[src/rtl/conquest_pkg.sv]
// Shared types and word-layout constants for the stimulus sequencer.
package conquest_pkg;

  localparam int unsigned STIM_DATA_W = 8;
  localparam int unsigned STIM_DEPTH  = 11;
  localparam int unsigned STIM_ADDR_W = 4;
  localparam int unsigned STIM_PC_W   = 32;

  // Memory word is {obs, in}
  localparam int unsigned OBS_BIT = STIM_DATA_W;
  localparam int unsigned IN_MSB  = STIM_DATA_W - 1;

  typedef enum logic [1:0] {
    IDLE  = 2'd0,
    FETCH = 2'd1,
    ISSUE = 2'd2,
    DONE  = 2'd3
  } state_e;

endpackage

[src/rtl/stim_sequencer_if.sv]
// Valid/ready vector channel from the sequencer to the DUT pins.
interface stim_sequencer_if
  import conquest_pkg::*;
#(
  parameter int unsigned DATA_W = STIM_DATA_W
);

  logic              stim_valid;
  logic              stim_ready;
  logic [DATA_W-1:0] stim_in;
  logic              stim_obs;

  modport master (
    output stim_valid,
    output stim_in,
    output stim_obs,
    input  stim_ready
  );

  modport slave (
    input  stim_valid,
    input  stim_in,
    input  stim_obs,
    output stim_ready
  );

endinterface

[src/rtl/stim_sequencer_mem.sv]
// Stimulus store: single address port, write or registered read per cycle.
module stim_mem #(
  parameter int unsigned WORD_W = 9,
  parameter int unsigned DEPTH  = 11,
  parameter int unsigned ADDR_W = 4
) (
  input  logic              clock,
  input  logic              reset,
  input  logic              we,
  input  logic              re,
  input  logic [ADDR_W-1:0] addr,
  input  logic [WORD_W-1:0] wdata,
  output logic [WORD_W-1:0] rdata
);

  logic [WORD_W-1:0] mem [DEPTH];

  // Array write; out-of-range addresses are dropped
  always_ff @(posedge clock) begin
    if (we && (32'(addr) < DEPTH)) begin
      mem[addr] <= wdata;
    end
  end

  // Read register doubles as the vector output, so it only updates on re
  always_ff @(posedge clock or negedge reset) begin
    if (!reset) begin
      rdata <= '0;
    end else if (re) begin
      rdata <= mem[addr];
    end
  end

endmodule

[src/rtl/stim_sequencer.sv]
// Stimulus sequencer: replays stored {obs, in} vectors to the DUT with
// start/pause/abort control, optional looping and a valid/ready handshake.
module stim_sequencer
  import conquest_pkg::*;
#(
  parameter int unsigned DATA_W = STIM_DATA_W,
  parameter int unsigned DEPTH  = STIM_DEPTH,
  parameter int unsigned ADDR_W = STIM_ADDR_W,
  parameter int unsigned PC_W   = STIM_PC_W
) (
  input  logic              clock,
  input  logic              reset,
  input  logic              load_en,
  input  logic [ADDR_W-1:0] load_addr,
  input  logic [DATA_W:0]   load_data,
  input  logic [ADDR_W:0]   prog_len,
  input  logic              loop_en,
  input  logic              start,
  input  logic              pause,
  input  logic              abort,
  stim_sequencer_if.master  stim,
  output logic [PC_W-1:0]   pc,
  output logic              busy,
  output logic              done
);

  localparam int unsigned WORD_W = DATA_W + 1;
  localparam int unsigned LEN_W  = ADDR_W + 1;

  state_e            state, state_d;
  logic [ADDR_W-1:0] addr, addr_d;
  logic [LEN_W-1:0]  len, len_d;
  logic              loop_mode, loop_mode_d;
  logic [PC_W-1:0]   pc_d;
  logic              valid, valid_d;
  logic              busy_d;
  logic              done_d;
  logic              rd_en_c;
  logic              wr_en_c;
  logic [ADDR_W-1:0] mem_addr_c;
  logic [WORD_W-1:0] rdata;

  // Loads are only honoured while no run is active
  assign wr_en_c    = load_en && ((state == IDLE) || (state == DONE));
  assign mem_addr_c = wr_en_c ? load_addr : addr;

  stim_mem #(
    .WORD_W (WORD_W),
    .DEPTH  (DEPTH),
    .ADDR_W (ADDR_W)
  ) u_mem (
    .clock (clock),
    .reset (reset),
    .we    (wr_en_c),
    .re    (rd_en_c),
    .addr  (mem_addr_c),
    .wdata (load_data),
    .rdata (rdata)
  );

  assign stim.stim_valid = valid;
  assign stim.stim_in    = rdata[DATA_W-1:0];
  assign stim.stim_obs   = rdata[DATA_W];

  // State and datapath registers
  always_ff @(posedge clock or negedge reset) begin
    if (!reset) begin
      state     <= IDLE;
      addr      <= '0;
      len       <= '0;
      loop_mode <= 1'b0;
      pc        <= '0;
      valid     <= 1'b0;
      busy      <= 1'b0;
      done      <= 1'b0;
    end else begin
      state     <= state_d;
      addr      <= addr_d;
      len       <= len_d;
      loop_mode <= loop_mode_d;
      pc        <= pc_d;
      valid     <= valid_d;
      busy      <= busy_d;
      done      <= done_d;
    end
  end

  // Next-state and output decode; abort beats everything, pause freezes
  always_comb begin
    state_d     = state;
    addr_d      = addr;
    len_d       = len;
    loop_mode_d = loop_mode;
    pc_d        = pc;
    valid_d     = valid;
    done_d      = done;
    rd_en_c     = 1'b0;

    if (abort) begin
      state_d = IDLE;
      valid_d = 1'b0;
      done_d  = 1'b0;
    end else if (!pause) begin
      case (state)
        IDLE, DONE: begin
          if (start) begin
            len_d       = (prog_len > LEN_W'(DEPTH)) ? LEN_W'(DEPTH) : prog_len;
            loop_mode_d = loop_en;
            addr_d      = '0;
            pc_d        = '0;
            done_d      = 1'b0;
            if (len_d == '0) begin
              state_d = DONE;
              done_d  = 1'b1;
            end else begin
              state_d = FETCH;
            end
          end
        end
        FETCH: begin
          rd_en_c = 1'b1;
          valid_d = 1'b1;
          state_d = ISSUE;
        end
        ISSUE: begin
          if (stim.stim_ready) begin
            pc_d    = pc + PC_W'(1);
            valid_d = 1'b0;
            if ({1'b0, addr} == (len - LEN_W'(1))) begin
              addr_d = '0;
              if (loop_mode) begin
                state_d = FETCH;
              end else begin
                state_d = DONE;
                done_d  = 1'b1;
              end
            end else begin
              addr_d  = addr + ADDR_W'(1);
              state_d = FETCH;
            end
          end
        end
        default: begin
          state_d = IDLE;
        end
      endcase
    end

    busy_d = (state_d == FETCH) || (state_d == ISSUE);
  end

endmodule
[src/flat_wrapper.sv]
// flat-port wrapper written by rule: the top's interface ports become plain ports
module stim_sequencer_flat import conquest_pkg::*;
#(
  parameter int unsigned DATA_W = STIM_DATA_W,
  parameter int unsigned DEPTH  = STIM_DEPTH,
  parameter int unsigned ADDR_W = STIM_ADDR_W,
  parameter int unsigned PC_W   = STIM_PC_W
)
  (clock, reset, load_en, load_addr, load_data, prog_len, loop_en, start, pause, abort, pc, busy, done, stim_stim_valid, stim_stim_in, stim_stim_obs, stim_stim_ready);
  stim_sequencer_if #(.DATA_W(DATA_W)) stim_i ();
  input  logic clock;
  input  logic reset;
  input  logic load_en;
  input  logic [ADDR_W-1:0] load_addr;
  input  logic [DATA_W:0] load_data;
  input  logic [ADDR_W:0] prog_len;
  input  logic loop_en;
  input  logic start;
  input  logic pause;
  input  logic abort;
  output logic [PC_W-1:0] pc;
  output logic busy;
  output logic done;
  output wire logic [$bits(stim_i.stim_valid)-1:0] stim_stim_valid;
  output wire logic [$bits(stim_i.stim_in)-1:0] stim_stim_in;
  output wire logic [$bits(stim_i.stim_obs)-1:0] stim_stim_obs;
  input wire logic [$bits(stim_i.stim_ready)-1:0] stim_stim_ready;
  assign stim_stim_valid = stim_i.stim_valid;
  assign stim_stim_in = stim_i.stim_in;
  assign stim_stim_obs = stim_i.stim_obs;
  assign stim_i.stim_ready = stim_stim_ready;
  stim_sequencer #(.DATA_W(DATA_W), .DEPTH(DEPTH), .ADDR_W(ADDR_W), .PC_W(PC_W)) u_core (.clock(clock), .reset(reset), .load_en(load_en), .load_addr(load_addr), .load_data(load_data), .prog_len(prog_len), .loop_en(loop_en), .start(start), .pause(pause), .abort(abort), .stim(stim_i), .pc(pc), .busy(busy), .done(done));
endmodule
[config.mk]
export PLATFORM = sky130hd
export DESIGN_NAME = stim_sequencer_flat
export DESIGN_NICKNAME = d
export VERILOG_FILES = /design/src/rtl/conquest_pkg.sv /design/src/rtl/stim_sequencer_if.sv /design/src/rtl/stim_sequencer_mem.sv /design/src/rtl/stim_sequencer.sv /design/src/flat_wrapper.sv
export SDC_FILE = /design/constraint.sdc
export NUM_CORES = 1
export LEC_CHECK = 0
export ABC_CLOCK_PERIOD_IN_PS = 2800
export CAP_MARGIN = 25
export CORE_AREA = 2 2 121 123
export DETAILED_ROUTE_END_ITERATION = 8
export DIE_AREA = 0 0 123 125
export PLACE_DENSITY = 0.75
export SLEW_MARGIN = 20
export SYNTH_ARGS = -nofsm -noshare
export SYNTH_HDL_FRONTEND = slang
export SYNTH_SLANG_ARGS = --single-unit
[constraint.sdc]
create_clock -name clock -period 2.8 [get_ports clock]
set_clock_uncertainty 0.15 [all_clocks]
set_input_delay 0.7 -clock clock [delete_from_list [all_inputs] [get_ports clock]]
set_output_delay 0.7 -clock clock [all_outputs]
set_load 0.005 [all_outputs]
==> results of run 1 <==
worst paths after layout:
kind | from | end | depth (start not counted) | slack [ps]
worst max register to register | u_core.state[0]$_DFF_PN0_ | u_core.u_mem.rdata[1]$_DFFE_PN0P_ | 9 | 190
min in group clock | u_core.u_mem.rdata[8]$_DFFE_PN0P_ | u_core.u_mem.rdata[8]$_DFFE_PN0P_ | 1 | 380
worst max-delay path | u_core.state[0]$_DFF_PN0_ | u_core.u_mem.rdata[1]$_DFFE_PN0P_ | 9 | 190
worst min-delay path | reset | u_core.pc[16]$_DFFE_PN0P_ | 1 | 180
worst min register to register | u_core.u_mem.rdata[8]$_DFFE_PN0P_ | u_core.u_mem.rdata[8]$_DFFE_PN0P_ | 1 | 380
max in group asynchronous | reset | u_core.addr[3]$_DFFE_PN0P_ | 2 | 1710
cell families (layout without fill, tap and decap cells):
group | Yosys count | in the layout
AND/OR/NAND/NOR | 176 | 176
flip-flops | 155 | 155
AO/OA/AOI/OAI | 126 | 126
buffers and inverters | 37 | 168
multiplexers | 35 | 35
XOR/XNOR | 19 | 19
adder cells (fa/ha/maj) | 5 | 5
metal layers:
layer / wire length [um] / part of all wire [%] / vias to the layer above
met1: 6840 / 42 / 2537
met5: 0 / 0 / -
met3: 1040 / 6.3 / 43
met2: 7960 / 49 / 197
li1: - / - / 2362
met4: 562 / 3.4 / 0
layout make-up:
cell class	instances	area, um^2
clock inverter	12	100
timing repair buffer	124	1170
fill	1061	5460
sequential	155	4370
inverter	12	45.0
clock buffer	20	447
tap	184	230
multi-input combinational	361	2370
cells in the mapped netlist, drive strengths merged, types with 5 or more instances:
| cell | number | area, um^2 |
|---|---|---|
| xnor2 | 10 | 87.6 |
| xor2 | 9 | 78.8 |
| nor3 | 18 | 90.1 |
| and2 | 5 | 31.3 |
| edfxtp | 99 | 2970 |
| nand3 | 18 | 90.1 |
| a21o | 6 | 45.0 |
| a21boi | 9 | 67.6 |
| nand4 | 13 | 81.3 |
| o221ai | 9 | 78.8 |
| a31oi | 10 | 62.6 |
| nand2 | 40 | 150 |
| nor4 | 9 | 62.6 |
| nor2 | 29 | 111 |
| o32a | 9 | 90.1 |
| clkbuf | 17 | 63.8 |
| or3 | 11 | 68.8 |
| ha | 5 | 62.6 |
| inv | 12 | 45.0 |
| o21ai | 42 | 210 |
| dfrtp | 56 | 1400 |
| a21oi | 18 | 90.1 |
| buf | 8 | 47.5 |
| mux2i | 32 | 320 |
| and3 | 14 | 87.6 |
| a22o | 7 | 61.3 |
state kept, by name, indices dropped and copies added (netlist names):
signal	count
u_core.done	1
u_core.u_mem.rdata	9
u_core.len	5
u_core.stim.stim_valid	1
u_core.loop_mode	1
u_core.busy	1
u_core.addr	4
u_core.u_mem.mem	99
u_core.pc	32
u_core.state	2
worst max-delay path, cell delays in order (launching register included):
cell	delay [ps]
dfrtp_1	380
inv_1	110
ha_2	350
buf_4	180
a21bo_2	240
buf_12	150
and3_1	180
o21ai_0	200
o221ai_1	170
o32a_1	370
per-stage QoR:
stage | utilization [%] | cells | instance area, um^2
floorplan | - | 553 | 6880
detailed placement | 57.7 | 836 | 8190
global route | 61.6 | 868 | 8740
global placement | 57.7 | 836 | 8190
finish | 61.6 | 868 | 8740
CTS | 61.5 | 868 | 8740
power groups by stage:
stage | sequential (mW) | clock, mW | combinational [mW]
6_report | 2.69 | 2.11 | 0.979
3_5_place_dp | 2.73 | 0 | 0.970
5_1_grt | 2.70 | 2.24 | 1.06
2_1_floorplan | 2.70 | 0 | 0.476
4_1_cts | 2.69 | 2.14 | 0.979
3_3_place_gp | 2.72 | 0 | 0.932
==> results by group, run 1 <==
Outcome
  • Result of the run: finished, final reports clean

STA
  • Worst-Margin Slew: 728 ps
  • Worst rel slew slack: 51.5%
  • Tcrit/Tclk final: 93.2%
  • Worst hold slack: between 150 and 200 ps
  • Final setup TNS: 0 ps
  • Fin crit period: 2610 ps
  • RSZ-0062 raised after global routing: no
  • Final hold vios: 0
  • Final-report setup violation count: 0
  • Fin. max-slew vios: 0
  • Worst Slack Setup Final: 191 ps
  • Max Freq: 383 MHz

Clock tree
  • Post-CTS setup buffer count: 0
  • Clock Tree Root: clkbuf_16
  • Resized Gates After CTS: 0
  • CTS Buf Count: 17
  • Clock transition at path regs: 60 ps
  • Cts hold-fix bufs: 0
  • CTS Sinks: 155
  • H-tree depth: 4
  • CTS tree: done
  • Clk_lat worst skew: 430 ps
  • Max clock buf depth: 2

Final layout
  • # diodes: 0
  • Layout cells sized above 1: 14.0%
  • Area delta synth->final: 27.1%
  • Most frequent cells in the layout: edfxtp_1, clkdlybuf4s50_1, dfrtp_1
  • Final net count: 702
  • Commonest non-fill, non-tap cell in the layout: edfxtp_1

Synth
  • Library cells used by synthesis: 50
  • Syn Nets: slightly below 600
  • Simple-gate area share of the yosys netlist: approximately 13%
  • Mean Syn Cell Area: 12.4 um^2
  • Mapped Area: 6880 um^2
  • Xor-xnor portion of the synthesized cell area: 2.42%
  • Adder-cell share of the synthesized area: 0.910%
  • Ys flop type: edfxtp_1
  • Mux share of post-synthesis cell area: 5.15%
  • Cells after Synth: 553
  • #FFs+latches synth: ~160
  • Async SR Flop Fraction: a little over a third
  • Compound-Gate Fraction of Synth Area: approximately 12%
  • Sequential-to-total area share from yosys stat: 63.6%
  • Largest family of logic cells by synthesized area: simple AND/OR/NAND/NOR gates
  • Post-synth EDFFs: 99
  • Syn. warnings: 0

Drt
  • Vias: 5,139
  • DRC: 0
  • Drt pass-1 iters: 5
  • Post-route antenna net violation count: 0
  • DRT iter0 DRCs: roughly 410
  • Vias/cell: slightly below 6
  • DR WL/cell: 18.9 um
  • Routed WL: 16,400 um

Setup path
  • Crit end category: flop
  • Worst Setup Start Kind: flop
  • Worst path required time: 2950 ps
  • Critical setup path kind: reg2reg
  • Worst-path fanout max: 18
  • Worst EP arrival: 2760 ps

Floorplan
  • Die area: 15,400 um^2
  • Die X: 123 um
  • Row count: 44
  • Chip height: 125 um
  • I/O pin count: 70
  • Core area: 14,200 um^2
  • Starting Density: 48.4%

Power
  • Logic pwr share: 17.0%
  • Lkg Pwr: 3.36 nW
  • Int Power: 4.31 mW
  • Seq pwr share: 46.5%
  • Tot Pwr: 5.78 mW
  • Switching portion of total power: 25.4%
  • VDD IR max: 0.413 mV
  • Clock share of power: 36.5%
  • NetSw: ~1.5 mW
  • Pwr per Cell Area: 661 nW/um^2

GRT
  • Largest net degree at the start of global routing: 31
  • Initial antenna violation count: 0
  • M3 GR Usage: 4.43%
  • GRT Total Usage: 22.2%
  • Global route overflow: 0
  • Met1 global-route usage: 29.2%
  • First-pass GRT wire length: 26,000 um
  • Vias in the first global route: 5,112
  • M2 GR Usage: 35.4%
  • GRT Max-Usage Layer: met2

Place
  • Worst slack, placed: -201 ps
  • Gpl congestion: ~0.86
  • Post-DP HPWL: 11,300 um
  • I/O Buffers: 69

Run
  • Max Cap Viol: 0

Min path
  • Worst Hold Class: in2async
No activity file was read; power rests on OpenSTA's default activity.
==> run 2: changes to the inputs <==
- CAP_MARGIN: 25 -> unset
- SETUP_SLACK_MARGIN: unset -> 0.4
==> run 2 against run 1 <==
First-iteration DRC count is 39% higher. Die area did not move. Clock power increased by 4%. Non-clock buffer count grew 21. Sequential power about the same.
==> results by group, run 2 (synthesized netlist as in run 1, its figures left out) <==
GRT
  • Global route overflow: 0
  • First-pass GRT wire length: 27,400 um
  • GRT Total Usage: 23.7%
  • Largest net degree at the start of global routing: 32
  • Vias in the first global route: between 5,000 and 6,000
  • Initial antenna violation count: 0

Power
  • Lkg Pwr: ~3.6 nW
  • Tot Pwr: about 6 mW
  • VDD IR max: 0.454 mV
  • Pwr per Cell Area: 658 nW/um^2

Drt
  • Drt pass-1 iters: 5
  • Top layer reached by signal wires: met4
  • Post-route antenna net violation count: 0
  • Met2 WL: 9170 um
  • DRC: 0
  • Metal-1 WL: 7370 um
  • WL met3: 1500 um
  • Routed WL: about 18,000 um
  • Vias: 5,405
  • DR WL/cell: 20.8 um
  • DRT iter0 DRCs: 561
  • Vias/cell: 6.08

STA
  • Final hold vios: 0
  • Worst rel slew slack: 52.4%
  • Worst-Margin Slew: 714 ps
  • Fin crit period: 2360 ps
  • Final-report setup violation count: 0
  • Max Freq: 423 MHz
  • Fin. max-slew vios: 0
  • RSZ-0062 raised after global routing: yes
  • Worst hold slack: 175 ps
  • Tcrit/Tclk final: 84.4%

Final layout
  • Most frequent cells in the layout: edfxtp_1, clkdlybuf4s50_1, buf_4
  • Layout cells sized above 1: 20.4%
  • Commonest non-fill, non-tap cell in the layout: edfxtp_1
  • Largest registers: u_core.u_mem.mem x99, u_core.pc x32, u_core.u_mem.rdata x9
  • Area delta synth->final: 34.1%
  • Most flop-heavy register: u_core.u_mem.mem
  • Final net count: 723
  • Fillers: 1,007
  • # diodes: 0
  • Max FFs per register: 99

Place
  • I/O Buffers: 69
  • Gpl congestion: roughly 0.84
  • Post-DP HPWL: 12,100 um

Run
  • Max Cap Viol: 0

Setup path
  • R2R depth: 9
  • Worst path required time: 2960 ps
  • Crit end category: flop
  • Worst Setup Start Kind: primary input
  • Critical setup path kind: in2reg
  • Worst EP arrival: 2520 ps
  • Worst-path fanout max: 9

Floorplan
  • I/O pin count: 70
  • Die X: roughly 120 um
  • Chip height: 125 um
  • Row count: 44
  • Core area: around 14,000 um^2
  • Starting Density: roughly half
  • Die area: 15,400 um^2

Clock tree
  • CTS tree: done
  • CTS Buf Count: 17
  • Max clock buf depth: 2
  • Clock Tree Root: clkbuf_16
  • CTS Sinks: 155
  • Cts hold-fix bufs: 0
  • Clk_lat worst skew: ~430 ps
  • H-tree depth: 4
  • Clock transition at path regs: around 60 ps

Min path
  • Worst Hold Class: in2async

Outcome
  • Result of the run: finished, final reports clean
## run 2: changes by cell type in the layout (fill, tap and decap cells not counted), moves of 4 or more
cell / change
buf_4: +8
mux2i_2: +4
buf_6: +7
nor4_4: +5
o21ai_1: +8
o21ai_0: -8
clkdlybuf4s50_1: -4
mux2i_1: -5
## run 2: power breakdown
| part | total [mW] | internal, mW | switching (mW) |
|---|---|---|---|
| clock network | 2.20 | 1.24 | 0.959 |
| logic | 1.19 | 0.610 | 0.578 |
| registers | 2.68 | 2.58 | 0.104 |
| total | 6.07 | 4.43 | 1.64 |
## run 2: cell type report
cell class / instances / area [um^2] / share of cell area, %
tap: 184 / 230 / 2.50
clock inverter: 13 / 131 / 1.43
multi-input combinational: 361 / 2560 / 27.8
sequential: 155 / 4370 / 47.4
clock buffer: 19 / 433 / 4.70
timing repair buffer: 145 / 1440 / 15.7
inverter: 12 / 45.0 / 0.489
## run 2: final timing paths
path | start | slack, ps | to
worst max-delay path | load_addr[3] | 440 | u_core.u_mem.rdata[6]$_DFFE_PN0P_
worst min-delay path | reset | 180 | u_core.pc[19]$_DFFE_PN0P_
worst max register to register | u_core.state[0]$_DFF_PN0_ | 440 | u_core.u_mem.rdata[6]$_DFFE_PN0P_
worst min register to register | u_core.u_mem.rdata[7]$_DFFE_PN0P_ | 370 | u_core.u_mem.rdata[7]$_DFFE_PN0P_
max in group asynchronous | reset | 1710 | u_core.addr[0]$_DFFE_PN0P_
min in group clock | u_core.u_mem.rdata[7]$_DFFE_PN0P_ | 370 | u_core.u_mem.rdata[7]$_DFFE_PN0P_
## run 2: critical path, cell delays in order
cell,delay (ps)
clkdlybuf4s50_1,650
o211ai_1,160
and4bb_2,360
o21ai_0,120
o221ai_1,160
o32a_1,380
## run 2: what timing repair did
action / 4_1_cts / 5_1_grt
pin swaps: 2 / 9
setup buffers: 4 / 8
gates cloned: 0 / 3
endpoints found under the hold margin: 0 / 0
setup endpoints to repair: 29 / 39
resized for setup: 7 / 53
## run 2: layer usage
metal	vias to the layer above	global-route usage (%)
met5	-	0
met4	0	9.43
met3	42	6.02
met2	289	36.9
met1	2665	32.0
li1	2409	-
## run 2: through the flow
stage,setup slack [ps],util [%],cell area [um^2],std cells,TNS [ps]
final,436,64.9,9220,889,0
after CTS,412,62.6,8880,878,0
after global placement,-73.6,58.2,8270,842,-572
after global routing,374,64.9,9220,889,0
after floorplan,354,-,6950,553,0
after detailed placement,-246,58.2,8270,842,-2510
==> run 3: changes to the inputs <==
- ABC_CLOCK_PERIOD_IN_PS: 2800 -> 1970
- clock period: 2.8 -> 1.97 ns (I/O delays scaled with it)
==> run 3 against run 2 <==
The flow now finishes with violations (setup timing). Core utilization rose by 8.4 points. Count of clock-buffer cells in the layout did not move. Power up 51%. Setup slack lost 890 ps.
==> results by group, run 3 (synthesized netlist as in run 1, its figures left out) <==
Outcome
  • Result of the run: finished, violations left
  • Failing checks: setup timing

GRT
  • Largest net degree at the start of global routing: 57
  • Vias in the first global route: ~6,000
  • Initial antenna violation count: 0
  • GRT Total Usage: 28.0%
  • Global route overflow: 0
  • GRT Max-Usage Layer: met2
  • Met1 global-route usage: 34.1%
  • M3 GR Usage: 6.48%
  • M2 GR Usage: 47.5%
  • First-pass GRT wire length: 32,400 um

Floorplan
  • I/O pin count: 70
  • Chip height: 125 um
  • Die X: roughly 120 um
  • Row count: between 40 and 50
  • Core area: 14,200 um^2
  • Die area: 15,400 um^2
  • Starting Density: 48.4%

Final layout
  • Most flop-heavy register: u_core.u_mem.mem
  • Max FFs per register: 99
  • Largest registers: u_core.u_mem.mem x99, u_core.pc x32, u_core.u_mem.rdata x9
  • Layout cells sized above 1: around two fifths
  • Post-route cell area: 10,400 um^2
  • Final net count: 813
  • Commonest non-fill, non-tap cell in the layout: buf_4
  • # diodes: 0
  • Fillers: 814
  • Area delta synth->final: 51.3%
  • Most frequent cells in the layout: buf_4, edfxtp_1, dfrtp_1

Setup path
  • Worst path required time: 2190 ps
  • R2r setup slk: -460 ps
  • Reg-to-Reg End: u_core.pc[3]$_DFFE_PN0P_
  • Worst Setup Start Kind: flop
  • Crit end category: flop
  • Worst EP arrival: 2640 ps
  • Reg2reg start: u_core.state[0]$_DFF_PN0_
  • Critical setup path kind: reg2reg
  • R2R depth: 9
  • CP endpoint: u_core.pc[3]$_DFFE_PN0P_
  • Worst-path fanout max: 11
  • Critical Path Source: u_core.state[0]$_DFF_PN0_

Min path
  • Worst Hold Class: reg2reg
  • Hold path cells: 1

Clock tree
  • Clock transition at path regs: roughly 60 ps
  • CTS tree: done
  • Clk_lat worst skew: 430 ps
  • CTS Buf Count: 17
  • Clock Tree Root: clkbuf_16
  • H-tree depth: 4
  • CTS Sinks: 155
  • Max clock buf depth: 2

Power
  • Int Power: 6.60 mW
  • Seq pwr share: 41.7%
  • Switching portion of total power: 28.1%
  • NetSw: 2.58 mW
  • Pwr per Cell Area: a little under 900 nW/um^2
  • VDD IR max: 0.651 mV
  • Clock share of power: 35.1%
  • Logic pwr share: 23.2%
  • Lkg Pwr: 4.26 nW

STA
  • Worst rel slew slack: 65.0%
  • Tcrit/Tclk final: 123%
  • Worst hold slack: around 380 ps
  • Fin crit period: 2430 ps
  • Worst-Margin Slew: roughly 520 ps
  • Final hold vios: 0
  • Fin. max-slew vios: 0
  • RSZ-0062 raised after global routing: yes
  • Worst Slack Setup Final: -457 ps
  • Max Freq: 412 MHz
  • Final-report setup violation count: 151

Drt
  • DRC: 0
  • Vias: just over 6,000
  • Post-route antenna net violation count: 0
  • DR WL/cell: about 23 um
  • Vias/cell: 6.24
  • Routed WL: 22,700 um
  • DRT iter0 DRCs: 773
  • Drt pass-1 iters: 5

Place
  • I/O Buffers: 69
  • Gpl congestion: 0.860
  • Placed cell area: a little under 9000 um^2
  • Post-DP HPWL: 12,000 um

Run
  • Max Cap Viol: 0
[run 3: cell types whose count changed in the layout (fill, tap and decap cells not counted), moves of 6 or more]
cell	delta
buf_2	+31
nor3_1	-14
o21ai_1	+7
buf_4	+53
nor3_4	+8
buf_12	+14
nor3_2	+6
clkdlybuf4s50_1	-41
buf_6	+30
o21ai_0	-11
[run 3: worst min-delay path by stage]
stage | from | end | slack, ps
floorplan | reset | u_core.addr[0]$_DFFE_PN0P_ | 50
global placement | u_core.u_mem.rdata[3]$_DFFE_PN0P_ | u_core.u_mem.rdata[3]$_DFFE_PN0P_ | 360
detailed placement | u_core.u_mem.rdata[1]$_DFFE_PN0P_ | u_core.u_mem.rdata[1]$_DFFE_PN0P_ | 360
CTS | u_core.u_mem.rdata[3]$_DFFE_PN0P_ | u_core.u_mem.rdata[3]$_DFFE_PN0P_ | 390
global route | u_core.u_mem.rdata[3]$_DFFE_PN0P_ | u_core.u_mem.rdata[3]$_DFFE_PN0P_ | 420
finish | u_core.u_mem.rdata[3]$_DFFE_PN0P_ | u_core.u_mem.rdata[3]$_DFFE_PN0P_ | 380
[run 3: what timing repair did]
action	CTS	global route
pin swaps	32	17
buffers inserted	54	2
endpoints found under the setup margin	198	198
endpoints found under the hold margin	56	0
gates resized for setup	255	50
gates cloned	6	3
hold buffers	1	0
[run 3: metal layers]
layer | routed length (um) | vias up | part of all wire [%]
li1 | - | 2585 | -
met1 | 8220 | 3004 | 36
met2 | 11500 | 411 | 51
met3 | 1740 | 109 | 7.7
met4 | 1160 | 0 | 5.1
met5 | 0 | - | 0
[run 3: layout make-up]
class	instances	area (um^2)	area share, %
Timing Repair Buffer	234	2270	21.8
Clock buffer	19	433	4.16
Inverter	12	45.0	0.433
Sequential cell	155	4380	42.1
Multi-Input combinational cell	362	2910	28.0
Clock inverter	13	139	1.33
Tap cell	184	230	2.21
[run 3: per-stage QoR]
stage	worst slack (ps)	util (%)	setup TNS, ps	std cells	power [mW]
CTS	-306	71.8	-18540	974	8.91
global placement	-621	62.7	-66500	881	5.45
floorplan	-305	-	-24570	553	4.62
detailed placement	-684	62.7	-69780	881	5.51
global route	-466	73.3	-37700	979	9.43
finish	-457	73.3	-32770	979	9.18
[run 3: power by group through the flow]
| stage | clock [mW] | combinational [mW] | sequential (mW) |
|---|---|---|---|
| floorplan | 0 | 0.780 | 3.84 |
| global placement | 0 | 1.59 | 3.86 |
| detailed placement | 0 | 1.64 | 3.87 |
| CTS | 3.20 | 1.91 | 3.80 |
| global route | 3.38 | 2.22 | 3.83 |
| finish | 3.22 | 2.13 | 3.83 |
[run 3: worst max-delay path, stage by stage, from the launching register on]
cell and delay [ps]:
dfrtp_1 420, inv_2 100, ha_4 230, nor2b_4 150
or4_4 550, buf_8 170, buf_12 150, nor3_2 160
a21o_1 130, a22o_1 130
